==> src/rtl/uart_tx_pkg.sv <==
// Shared types and defaults for the UART transmit scheduler.
// The FSM state encoding lives here so the top and any future peers agree on it.
package uart_tx_pkg;

  localparam int UART_WIDTH_DEF   = 8;
  localparam int UART_NREQ_DEF    = 4;
  localparam int UART_TMO_CYC_DEF = 4;

  typedef enum logic [1:0] {
    IDLE      = 2'd0,
    ISSUE     = 2'd1,
    WAIT_BUSY = 2'd2,
    WAIT_DONE = 2'd3
  } sched_state_e;

  // Index of the requester after idx, wrapping at n.
  function automatic int unsigned rr_next(input int unsigned idx, input int unsigned n);
    return (idx + 1 >= n) ? 0 : idx + 1;
  endfunction

endpackage

==> src/rtl/uart_tx_sched_rr_arbiter.sv <==
// Combinational round-robin selector: the first asserted request at or after ptr wins.
// Produces a one-hot grant, the winning index, and a hit flag.
module rr_arbiter
  import uart_tx_pkg::*;
#(
  parameter  int NREQ = UART_NREQ_DEF,
  localparam int IW   = (NREQ > 1) ? $clog2(NREQ) : 1
) (
  input  logic [NREQ-1:0] req,
  input  logic [IW-1:0]   ptr,
  output logic [NREQ-1:0] gnt,
  output logic [IW-1:0]   idx,
  output logic            hit
);

  logic [IW-1:0] pos;

  always_comb begin
    gnt = '0;
    idx = '0;
    hit = 1'b0;
    pos = '0;
    for (int k = 0; k < NREQ; k++) begin
      pos = IW'((32'(ptr) + 32'(k)) % 32'(NREQ));
      if (!hit && req[pos]) begin
        hit      = 1'b1;
        gnt[pos] = 1'b1;
        idx      = pos;
      end
    end
  end

endmodule

==> src/rtl/uart_tx_sched.sv <==
// Round-robin scheduler that shares one UART transmitter among NREQ requesters.
// Optional Busy-rise watchdog enabled by defining UART_TX_SCHED_TIMEOUT_EN.
//
// state     | meaning
// IDLE      | waiting for a request while the transmitter is free
// ISSUE     | one-cycle Data_valid launch of the latched frame
// WAIT_BUSY | waiting for the transmitter to raise Busy
// WAIT_DONE | waiting for Busy to fall at the end of the frame
module uart_tx_sched
  import uart_tx_pkg::*;
#(
  parameter  int WIDTH   = UART_WIDTH_DEF,
  parameter  int NREQ    = UART_NREQ_DEF,
  parameter  int TMO_CYC = UART_TMO_CYC_DEF,
  localparam int IW      = (NREQ > 1) ? $clog2(NREQ) : 1
) (
  input  logic                  clk,
  input  logic                  rst,
  input  logic [NREQ-1:0]       req_valid,
  input  logic [NREQ*WIDTH-1:0] req_data,
  input  logic [NREQ-1:0]       req_par_en,
  input  logic [NREQ-1:0]       req_par_type,
  output logic [NREQ-1:0]       req_ready,
  output logic                  Data_valid,
  output logic [WIDTH-1:0]      P_data,
  output logic                  Par_en,
  output logic                  Par_type,
  input  logic                  Busy,
  output logic [IW-1:0]         grant_id,
  output logic                  sched_busy,
  output logic                  tmo_err
);

  sched_state_e state, state_nxt;

  logic [IW-1:0]    rr_ptr;
  logic [NREQ-1:0]  arb_gnt;
  logic [IW-1:0]    arb_idx;
  logic             arb_hit;
  logic             grant_take;
  logic             tmo_fire;
  logic [WIDTH-1:0] req_data_arr [NREQ];

  for (genvar g = 0; g < NREQ; g++) begin : g_unpack
    assign req_data_arr[g] = req_data[g*WIDTH +: WIDTH];
  end

  rr_arbiter #(.NREQ(NREQ)) u_arb (
    .req (req_valid),
    .ptr (rr_ptr),
    .gnt (arb_gnt),
    .idx (arb_idx),
    .hit (arb_hit)
  );

`ifdef UART_TX_SCHED_TIMEOUT_EN
  localparam int TW = $clog2(TMO_CYC + 1);

  logic [TW-1:0] tmo_cnt;
  logic          tmo_flag;
  logic          tmo_expired;

  assign tmo_expired = (tmo_cnt == '0);
`else
  logic tmo_expired;

  assign tmo_expired = 1'b0;
`endif

  always_comb begin
    state_nxt  = state;
    req_ready  = '0;
    Data_valid = 1'b0;
    tmo_fire   = 1'b0;
    case (state)
      IDLE: begin
        if (arb_hit && !Busy) begin
          req_ready = arb_gnt;
          state_nxt = ISSUE;
        end
      end
      ISSUE: begin
        Data_valid = 1'b1;
        state_nxt  = WAIT_BUSY;
      end
      WAIT_BUSY: begin
        if (Busy) begin
          state_nxt = WAIT_DONE;
        end else if (tmo_expired) begin
          tmo_fire  = 1'b1;
          state_nxt = IDLE;
        end
      end
      WAIT_DONE: begin
        if (!Busy) state_nxt = IDLE;
      end
      default: state_nxt = IDLE;
    endcase
    // Nothing may be accepted or launched while reset is being applied.
    if (rst) begin
      req_ready  = '0;
      Data_valid = 1'b0;
    end
  end

  assign grant_take = |req_ready;
  assign sched_busy = (state != IDLE);

  always_ff @(posedge clk) begin
    if (rst) begin
      state    <= IDLE;
      rr_ptr   <= '0;
      P_data   <= '0;
      Par_en   <= 1'b0;
      Par_type <= 1'b0;
      grant_id <= '0;
    end else begin
      state <= state_nxt;
      if (grant_take) begin
        P_data   <= req_data_arr[arb_idx];
        Par_en   <= req_par_en[arb_idx];
        Par_type <= req_par_type[arb_idx];
        grant_id <= arb_idx;
        rr_ptr   <= IW'(rr_next(32'(arb_idx), 32'(NREQ)));
      end
    end
  end

`ifdef UART_TX_SCHED_TIMEOUT_EN
  // Down-counter loaded during ISSUE so it expires on the TMO_CYC-th WAIT_BUSY cycle.
  always_ff @(posedge clk) begin
    if (rst) begin
      tmo_cnt  <= '0;
      tmo_flag <= 1'b0;
    end else begin
      if (state == ISSUE) begin
        tmo_cnt <= TW'(TMO_CYC - 1);
      end else if (state == WAIT_BUSY && !tmo_expired) begin
        tmo_cnt <= tmo_cnt - 1'b1;
      end
      if (tmo_fire) tmo_flag <= 1'b1;
    end
  end

  assign tmo_err = tmo_flag;
`else
  assign tmo_err = 1'b0;
`endif

endmodule
==> config.mk <==
export PLATFORM = sky130hd
export DESIGN_NAME = uart_tx_sched
export DESIGN_NICKNAME = d
export VERILOG_FILES = /design/src/rtl/uart_tx_pkg.sv /design/src/rtl/uart_tx_sched_rr_arbiter.sv /design/src/rtl/uart_tx_sched.sv
export SDC_FILE = /design/constraint.sdc
export NUM_CORES = 1
export LEC_CHECK = 0
export BUFFER_PORTS_ARGS = -buffer_cell sky130_fd_sc_hd__buf_2
export CAP_MARGIN = 40
export CELL_PAD_IN_SITES_DETAIL_PLACEMENT = 0
export CELL_PAD_IN_SITES_GLOBAL_PLACEMENT = 1
export CORE_MARGIN = 2
export CORE_UTILIZATION = 25
export CTS_BUF_LIST = sky130_fd_sc_hd__clkbuf_4
export CTS_CLUSTER_DIAMETER = 80
export DETAILED_ROUTE_END_ITERATION = 8
export PLACE_DENSITY_LB_ADDON = 0.15
export SLEW_MARGIN = 10
export SYNTH_ARGS = -nofsm -noshare
export SYNTH_HDL_FRONTEND = slang
export SYNTH_SLANG_ARGS = --single-unit
==> constraint.sdc <==
create_clock -name clk -period 5.3 [get_ports clk]
set_input_delay 0.795 -clock clk [delete_from_list [all_inputs] [get_ports clk]]
set_output_delay 0.795 -clock clk [all_outputs]
set_load 0.05 [all_outputs]
==> run summary, run 1 <==
CTS tree = yes
grt ovf = 0
Core Area = 6830 sq um
layout cells sized above 1 = 34.0%
Fin. Hold Viols = 0
number of max-slew violations in the final report = 0
top cell type's share of synthesized area = 18.1%
yosys warns = 0
final wirelength = 5130 um
fraction of registers with async set or reset after synthesis = 0%
Synth Area per Inst = 8.70 sq um
critical path's slowest cell = dfxtp_1
Inst Count DP = 351
Crit path arrival time = 3.63 ns
Layout Skew = 0.000982 ns
CTS H-tree lvls = 1
die footprint = 7750 sq um
Buf+Inv Stages, Crit Path = 2
synth top area cells = dfxtp_1 18%, mux2i_1 16%, ha_1 8.5%
die height = 88.0 um
clk slew on worst S/H paths = 0.10 ns
Slew @ Worst Pin = 0.687 ns
Num CTS Buffers = 3
Post-CTS Hold Fix Bufs = 0
pwr dens = 646 nW/um^2
vias per cell = 4.98
Synth area leader = dfxtp_1
status = finished, final reports clean
post-route cell area = 2150 sq um
Reg2Reg Setup Slack = 1.22 ns
initial antenna violation count = 0
CP Launch Type = flop
post-synth cell types = 38
Tightest Hold Check Type = reg -> reg
PostCTS Resize Cnt = 0
dominant synthesized flop cell = dfxtp_1
Die W = 88.0 um
largest delay contributor family on the critical path = flip-flops
unrepaired setup endpoints after global routing = false
min cycle time layout = 4.42 ns
CP Max Fanout = 18
DRC = 0
Relative slew margins = 54.2%
dpl ws = 1.18 ns
Cell Chain, Critical Path = inv_1 -> ha_1 -> mux4_2 -> nor4b_2 -> nand2_1 -> a31oi_1 -> buf_2
Post-Synthesis Cells = 203
Syn Std Cell Area = 1770 sq um
Crit. End Element = primary output
# fillers = 781
final worst slack = 0.876 ns
Max Root-Sink Buffers = 2
I/O pin total = 66
fin crit share = 83.5%
Post-Place Cell Area = 2130 sq um
initial core utilization = 25.8%
CP max stage delay = 0.78 ns
vias in the first global route = 1640
P&R area growth vs syn = 22.0%
Port Buffer Count = 64
# diodes = 0
clk sinks = 16
setup bufs post-CTS = 0
Req. time, crit path = 4.51 ns
Final setup viols = 0
Post-synth EDFFs = 0
TNS Setup = 0 ns
Layout Utilization = 31.5%
RD Place Congestion = 0.766
kind of critical path = reg -> out
Synth Register Bits = 16
leak pwr = 0.000992 uW
worst skew pair latency = 0.29 ns
FMAX = 0.226 GHz
drt first pass iters = 4
Iter 0 DRT Violations = 73
register area share after synthesis = 18.1%
Routed Antenna Nets = 0
non-filler instance count after layout = 355
max-cap violations = 0
peak supply drop = 0.229 mV
gr usage total = 13.3%
routed len/inst = 14.5 um
fin nets = 319
via count = 1769
first-pass GRT wire length = 8140 um
clock root cell = clkbuf_4
row count = 30
Synthesized Nets = 262
largest net degree at the start of global routing = 27
hpwl dp = 3850 um
[report_power, final]
part	total (uW)	switching, uW	leakage (uW)	internal (uW)
Clock	68.2	40.9	0.0000154	27.3
Combinational	1100	680	0.000846	424
Sequential	220	51.8	0.000131	168
[stage by stage]
step	power, uW	hold slack, ns
after floorplan	1140	0.518
after global placement	1340	0.460
after detailed placement	1330	0.462
after CTS	1410	0.475
after global routing	1520	0.511
final	1390	0.464
[logic make-up (layout without fill, tap and decap cells)]
group                    count (synthesis)  in the layout  synth area share, %
other                                    1              1                0.212
buffers and inverters                   20             76                 6.31
AND/OR/NAND/NOR                         61             61                 21.3
adder cells (fa/ha/maj)                 12             12                 8.50
multiplexers                            39             39                 25.4
flip-flops                              16             16                 18.1
XOR/XNOR                                 1              1                0.496
AO/OA/AOI/OAI                           53             53                 19.7
[area by class of cell]
cell class,instances,area [sq um],area share (%)
Multi-Input combinational cell,167,1330,61.9
Timing Repair Buffer,65,328,15.2
Sequential cell,16,320,14.9
Tap cell,96,120,5.57
Inverter,7,26.3,1.22
Clock buffer,3,22.5,1.05
Clock inverter,1,3.75,0.174
[state kept, by name, summed over array words and instances (netlist names), named ones only]
name	flops
state	2
grant_id	2
Par_type	1
rr_ptr	1
Par_en	1
P_data	8
[layer usage]
metal / wire, um / global-route usage [%] / vias to the layer above
met5: 0 / 0 / -
li1: - / - / 875
met1: 2680 / 20.1 / 825
met4: 19 / 1.79 / 0
met2: 2080 / 19.9 / 65
met3: 350 / 2.64 / 4
[worst register-to-register path, cell delays in order (launching register included)]
cell,delay (ns)
dfxtp_1,0.78
inv_1,0.40
ha_1,0.45
mux4_2,0.46
o31ai_1,0.37
a221o_1,0.63
nand2_1,0.41
or2_2,0.39
a21oi_1,0.14
[cell usage after synthesis (all sizes together), types with 2 or more instances]
master,count
or3,2
buf,8
mux2,6
clkbuf,5
o21ai,14
nand2,17
o31a,3
inv,7
mux2i,29
o221ai,5
ha,12
a21oi,3
nand3b,9
a221o,2
a31oi,4
dfxtp,16
nor2b,7
mux4,4
a21o,4
nor2,7
or2,2
nor3,12
o22ai,15
[placed cells by master, fill, tap and decap left out, types with 7 or more instances in the layout]
cell type,n
buf_2,64
mux2i_1,29
nand2_1,17
dfxtp_1,16
o22ai_1,15
o21ai_0,12
ha_1,12
nand3b_1,9
inv_1,7
nor2_1,7
nor2b_1,7
nor3_1,7
[worst paths after layout]
check                                start                       end  cells after the start
setup / recovery                      flop              req_ready[0]                      7
setup reg to reg                      flop  grant_id[1]$_SDFFE_PP0P_                      8
hold / removal    grant_id[1]$_SDFFE_PP0P_  grant_id[1]$_SDFFE_PP0P_                      2
hold reg to reg   grant_id[1]$_SDFFE_PP0P_  grant_id[1]$_SDFFE_PP0P_                      2
Power figures use the tool's default switching activity.
==> inputs of run 2 (changes only) <==
Clock period 5.3 ns to 3.55 ns, I/O delays scaled along.
==> run 2 against run 1 <==
Routed wire length down 3.0%; clock skew up 0.00076 ns; largest cell class unchanged; via count up 0.28%; die area unchanged; clock-buffer cell count unchanged; critical endpoint is now req_ready[2]; first-iteration DRC count up 42%.
==> run summary, run 2 (synthesized netlist as in run 1, its figures left out) <==
final hold slack = 0.458 ns (was 0.464 ns)
worst skew pair latency = 0.29 ns (about the same)
dpl ws = 0.428 ns (was 1.18 ns)
largest net degree at the start of global routing = 27 (unchanged)
vias per cell = 4.91 (was 4.98)
Largest regs = P_data x8, grant_id x2, state x2 (unchanged)
leak pwr = 0.00104 uW (was 0.000992 uW)
CP Launch Type = flop (unchanged)
most frequent cells in the layout = 64 x buf_2, 29 x mux2i_1, 17 x nand2_1, 16 x dfxtp_1, 15 x o22ai_1 (unchanged)
kind of critical path = reg -> out (unchanged)
WL met3 = 250 um (was 350 um)
clock root cell = clkbuf_4 (unchanged)
min cycle time layout = 3.28 ns
Fin. Hold Viols = 0 (unchanged)
die footprint = 7750 sq um (unchanged)
# fillers = 755 (was 781)
status = finished, final reports clean (unchanged)
via count = 1774 (was 1769)
Max Used Layer = met4 (unchanged)
fin crit share = 92.5%
CTS tree = yes (unchanged)
Tightest Hold Check Type = reg -> reg (unchanged)
drt first pass iters = 4 (unchanged)
Die W = 88.0 um (unchanged)
number of max-slew violations in the final report = 0 (unchanged)
TNS Setup = 0 ns (unchanged)
non-filler instance count after layout = 361 (was 355)
RD Place Congestion = 0.754 (was 0.766)
Relative slew margins = 57.2% (was 54.2%)
setup bufs post-CTS = 0 (unchanged)
Slew @ Worst Pin = 0.638 ns (was 0.687 ns)
I/O pin total = 66 (unchanged)
Crit path arrival time = 2.75 ns (was 3.63 ns)
clk sinks = 16 (unchanged)
CTS H-tree lvls = 1 (unchanged)
commonest non-fill, non-tap cell in the layout = buf_2 (unchanged)
wire length on met1 = 2290 um (was 2680 um)
die height = 88.0 um (unchanged)
FMAX = 0.304 GHz
initial core utilization = 25.8% (unchanged)
Req. time, crit path = 3.02 ns (was 4.51 ns)
Reg with most FFs = P_data (unchanged)
clk slew on worst S/H paths = 0.10 ns (about the same)
max FFs per register = 8 (unchanged)
DRC = 0 (unchanged)
peak supply drop = 0.287 mV (was 0.229 mV)
gr usage total = 12.8% (was 13.3%)
Inst Count DP = 357 (was 351)
first-pass GRT wire length = 7850 um (was 8140 um)
row count = 30 (unchanged)
# diodes = 0 (unchanged)
Core Area = 6830 sq um (unchanged)
max-cap violations = 0 (unchanged)
hpwl dp = 3870 um (was 3850 um)
Routed Antenna Nets = 0 (unchanged)
final wirelength = 4980 um (was 5130 um)
initial antenna violation count = 0 (unchanged)
WL met2 = 2430 um (was 2080 um)
PostCTS Resize Cnt = 0 (unchanged)
P&R area growth vs syn = 30.0% (was 22.0%)
Port Buffer Count = 64 (unchanged)
routed len/inst = 13.8 um (was 14.5 um)
grt ovf = 0 (unchanged)
CP Max Fanout = 15 (was 18)
Final setup viols = 0 (unchanged)
layout cells sized above 1 = 37.4% (was 34.0%)
final worst slack = 0.265 ns (was 0.876 ns)
Iter 0 DRT Violations = 104 (was 73)
Num CTS Buffers = 3 (unchanged)
fin nets = 325 (was 319)
Crit. End Element = primary output (unchanged)
pwr dens = 966 nW/um^2 (was 646 nW/um^2)
vias in the first global route = 1596 (was 1640)
Layout Skew = 0.00175 ns (was 0.000982 ns)
Max Root-Sink Buffers = 2 (unchanged)
Post-CTS Hold Fix Bufs = 0 (unchanged)
unrepaired setup endpoints after global routing = false (unchanged)
-- run 2: through the flow --
stage                     power, uW  utilization, %  cell area (sq um)
final                          2220            33.6               2300
after global routing           2410            33.6               2300
after CTS                      2260            33.6               2300
after detailed placement       2140            33.2               2270
after global placement         2140            33.2               2270
after floorplan                1760               -               1840
-- run 2: layout make-up --
type,count,area [sq um],area share [%]
multi-input cells,167,1410,61.2
repair buffers,71,398,17.3
flip-flops and latches,16,320,14.0
well taps,96,120,5.23
inverters,7,26.3,1.14
clock buffers,3,22.5,0.981
clock inverters,1,3.75,0.163
-- run 2: power by group --
group	internal [uW]	total [uW]	leakage (uW)	switching, uW
clock network	40.8	102	0.0000154	61.0
logic	735	1820	0.000891	1090
registers	251	296	0.000131	45.2
-- run 2: worst paths after layout --
check,start,to,slack (ns),depth (start not counted)
worst max register to register,flop,grant_id[0]$_SDFFE_PP0P_,0.45,10
worst min register to register,grant_id[1]$_SDFFE_PP0P_,grant_id[1]$_SDFFE_PP0P_,0.46,2
worst max-delay path,flop,req_ready[2],0.27,6
worst min-delay path,grant_id[1]$_SDFFE_PP0P_,grant_id[1]$_SDFFE_PP0P_,0.46,2
-- run 2: routing by layer --
metal | vias to the layer above | global-route usage (%)
li1 | 892 | -
met1 | 831 | 17.2
met2 | 49 | 21.7
met3 | 2 | 3.20
met4 | 0 | 0.826
met5 | - | 0
-- run 2: worst max-delay path: stages (launching register included) --
cell	delay, ns
dfxtp_1	0.45
buf_4	0.24
mux4_2	0.67
nor4b_2	0.40
nand2_1	0.11
a31oi_2	0.27
buf_2	0.31
==> inputs of run 3 (changes only) <==
Settings changed: SETUP_SLACK_MARGIN from default to 0.5.
==> run 3 against run 2 <==
Total power is 7.1% higher; fmax increased by 9.1%; register-to-register slack better by 0.18 ns; combinational power increased by 8%; core utilization rose by 2.2 points; largest cell class unchanged; via count increased by 1.2%; global-route usage rose by 0.72 points; flip-flop and latch count stayed put.
==> run summary, run 3 (synthesized netlist as in run 1, its figures left out) <==
status = finished, final reports clean (unchanged)
TNS Setup = 0 ns (unchanged)
CTS tree = yes (unchanged)
Largest regs = P_data x8, grant_id x2, state x2 (unchanged)
clock share of power = 4.3% (was 4.6%)
WHS Path Cells = 2 (unchanged)
non-filler instance count after layout = 371 (was 361)
Req. time, crit path = 3.02 ns (about the same)
Worst Hold End = grant_id[1]$_SDFFE_PP0P_ (unchanged)
Post-CTS Hold Fix Bufs = 0 (unchanged)
min cycle time layout = 3.01 ns (was 3.28 ns)
worst-case reg-to-reg path depth = 10 (unchanged)
Gate power share = 82.6% (was 82.1%)
Crit path arrival time = 2.48 ns (was 2.75 ns)
Num CTS Buffers = 3 (unchanged)
Port Buffer Count = 64 (unchanged)
Layout Skew = 0.0116 ns (was 0.00175 ns)
die footprint = 7750 sq um (unchanged)
grt ovf = 0 (unchanged)
clock root cell = clkbuf_4 (unchanged)
sequential share of power = 13.0% (was 13.3%)
max-cap violations = 0 (unchanged)
number of max-slew violations in the final report = 0 (unchanged)
final wirelength = 5360 um (was 4980 um)
Reg with most FFs = P_data (unchanged)
RD Place Congestion = 0.789 (was 0.754)
kind of critical path = reg -> out (unchanged)
peak supply drop = 0.363 mV (was 0.287 mV)
Iter 0 DRT Violations = 81 (was 104)
largest net degree at the start of global routing = 27 (unchanged)
Fin. Hold Viols = 0 (unchanged)
Reg2Reg Setup Slack = 0.63 ns (was 0.45 ns)
vias per cell = 4.84 (was 4.91)
DRC = 0 (unchanged)
drt first pass iters = 4 (unchanged)
CP Max Fanout = 6 (was 15)
final hold slack = 0.465 ns (was 0.458 ns)
FF-to-FF End = grant_id[0]$_SDFFE_PP0P_ (unchanged)
initial core utilization = 25.8% (unchanged)
Final setup viols = 0 (unchanged)
unrepaired setup endpoints after global routing = true (was false)
row count = 30 (unchanged)
Die W = 88.0 um (unchanged)
via count = 1795 (was 1774)
vias in the first global route = 1740 (was 1596)
CTS H-tree lvls = 1 (unchanged)
hpwl dp = 3800 um (was 3870 um)
die height = 88.0 um (unchanged)
hold_sp = grant_id[1]$_SDFFE_PP0P_ (unchanged)
fin crit share = 84.8% (was 92.5%)
FMAX = 0.332 GHz (was 0.304 GHz)
initial antenna violation count = 0 (unchanged)
clk slew on worst S/H paths = 0.11 ns (was 0.10 ns)
gr usage total = 13.5% (was 12.8%)
Slew @ Worst Pin = 0.706 ns (was 0.638 ns)
Routed Antenna Nets = 0 (unchanged)
Relative slew margins = 52.9% (was 57.2%)
CP Launch Type = flop (unchanged)
pwr dens = 971 nW/um^2 (was 966 nW/um^2)
Tightest Hold Check Type = reg -> reg (unchanged)
Core Area = 6830 sq um (unchanged)
max FFs per register = 8 (unchanged)
P&R area growth vs syn = 38.6% (was 30.0%)
Max Root-Sink Buffers = 2 (unchanged)
most frequent cells in the layout = 60 x buf_2, 29 x mux2i_1, 17 x nand2_1, 15 x dfxtp_1, 15 x o22ai_1 (was 64 x buf_2, 29 x mux2i_1, 17 x nand2_1, 16 x dfxtp_1, 15 x o22ai_1)
first-pass GRT wire length = 8360 um (was 7850 um)
fin nets = 335 (was 325)
routed len/inst = 14.5 um (was 13.8 um)
Crit. End Element = primary output (unchanged)
I/O pin total = 66 (unchanged)
sw frac = 52.7% (was 53.7%)
P_sw = 1250 uW (was 1190 uW)
Inst Count DP = 355 (was 357)
worst skew pair latency = 0.30 ns (was 0.29 ns)
layout cells sized above 1 = 40.7% (was 37.4%)
commonest non-fill, non-tap cell in the layout = buf_2 (unchanged)
# diodes = 0 (unchanged)
clk sinks = 16 (unchanged)
internal power = 1120 uW (was 1030 uW)
leak pwr = 0.00110 uW (was 0.00104 uW)
[run 3: cell count changes in the layout (fill, tap and decap cells not counted), moves of 2 or more]
| cell | before | now |
|---|---|---|
| buf_4 | 5 | 13 |
| inv_1 | 7 | 5 |
| buf_6 | 0 | 6 |
| buf_2 | 64 | 60 |
[run 3: per-layer routing]
metal,share of wire (%),vias up,wire length [um],GRT usage (%)
li1,-,919,-,-
met1,47,815,2520,18.5
met2,47,59,2510,22.3
met3,5.9,2,318,3.11
met4,0.24,0,13,1.79
met5,0,-,0,0
[run 3: layout make-up]
class / instances / area [sq um]
clock inverter: 1 / 3.75
timing repair buffer: 80 / 485
tap: 96 / 120
clock buffer: 3 / 22.5
inverter: 7 / 38.8
fill: 745 / 4380
sequential: 16 / 324
multi-input combinational: 168 / 1450
[run 3: per-stage QoR]
stage	util, %	setup WS [ns]	instance area (sq um)	total power (uW)
after global placement	33.0	0.377	2250	2120
after global routing	35.8	0.457	2450	2580
after detailed placement	33.0	0.435	2250	2110
after floorplan	-	0.310	1870	1780
final	35.8	0.539	2450	2380
after CTS	34.4	0.505	2350	2300
[run 3: worst max path at each step]
| stage | to | slack [ns] |
|---|---|---|
| after floorplan | grant_id[0]$_SDFFE_PP0P_ | 0.31 |
| final | req_ready[3] | 0.54 |
| after global routing | req_ready[3] | 0.46 |
| after CTS | req_ready[3] | 0.50 |
| after detailed placement | grant_id[0]$_SDFFE_PP0P_ | 0.44 |
| after global placement | grant_id[1]$_SDFFE_PP0P_ | 0.38 |
[run 3: what timing repair did]
item	CTS	global route
setup endpoints to repair	13	12
pin swaps	0	4
cloned	0	1
setup buffers	6	5
resized for setup	6	11
[run 3: critical path, stage by stage (launching register included)]
cell and delay (ns):
dfxtp_4 0.44, clkinv_8 0.07, ha_4 0.30, mux4_2 0.55, or4_4 0.46, nand3_4 0.14
a31oi_4 0.06, buf_6 0.17
[run 3: power by group through the flow]
| stage | clock, uW | combinational (uW) | sequential, uW |
|---|---|---|---|
| 6_report | 103 | 1960 | 310 |
| 5_1_grt | 117 | 2140 | 321 |
| 4_1_cts | 106 | 1890 | 304 |
| 3_5_place_dp | 0 | 1790 | 315 |
| 3_3_place_gp | 0 | 1800 | 318 |
| 2_1_floorplan | 0 | 1320 | 464 |
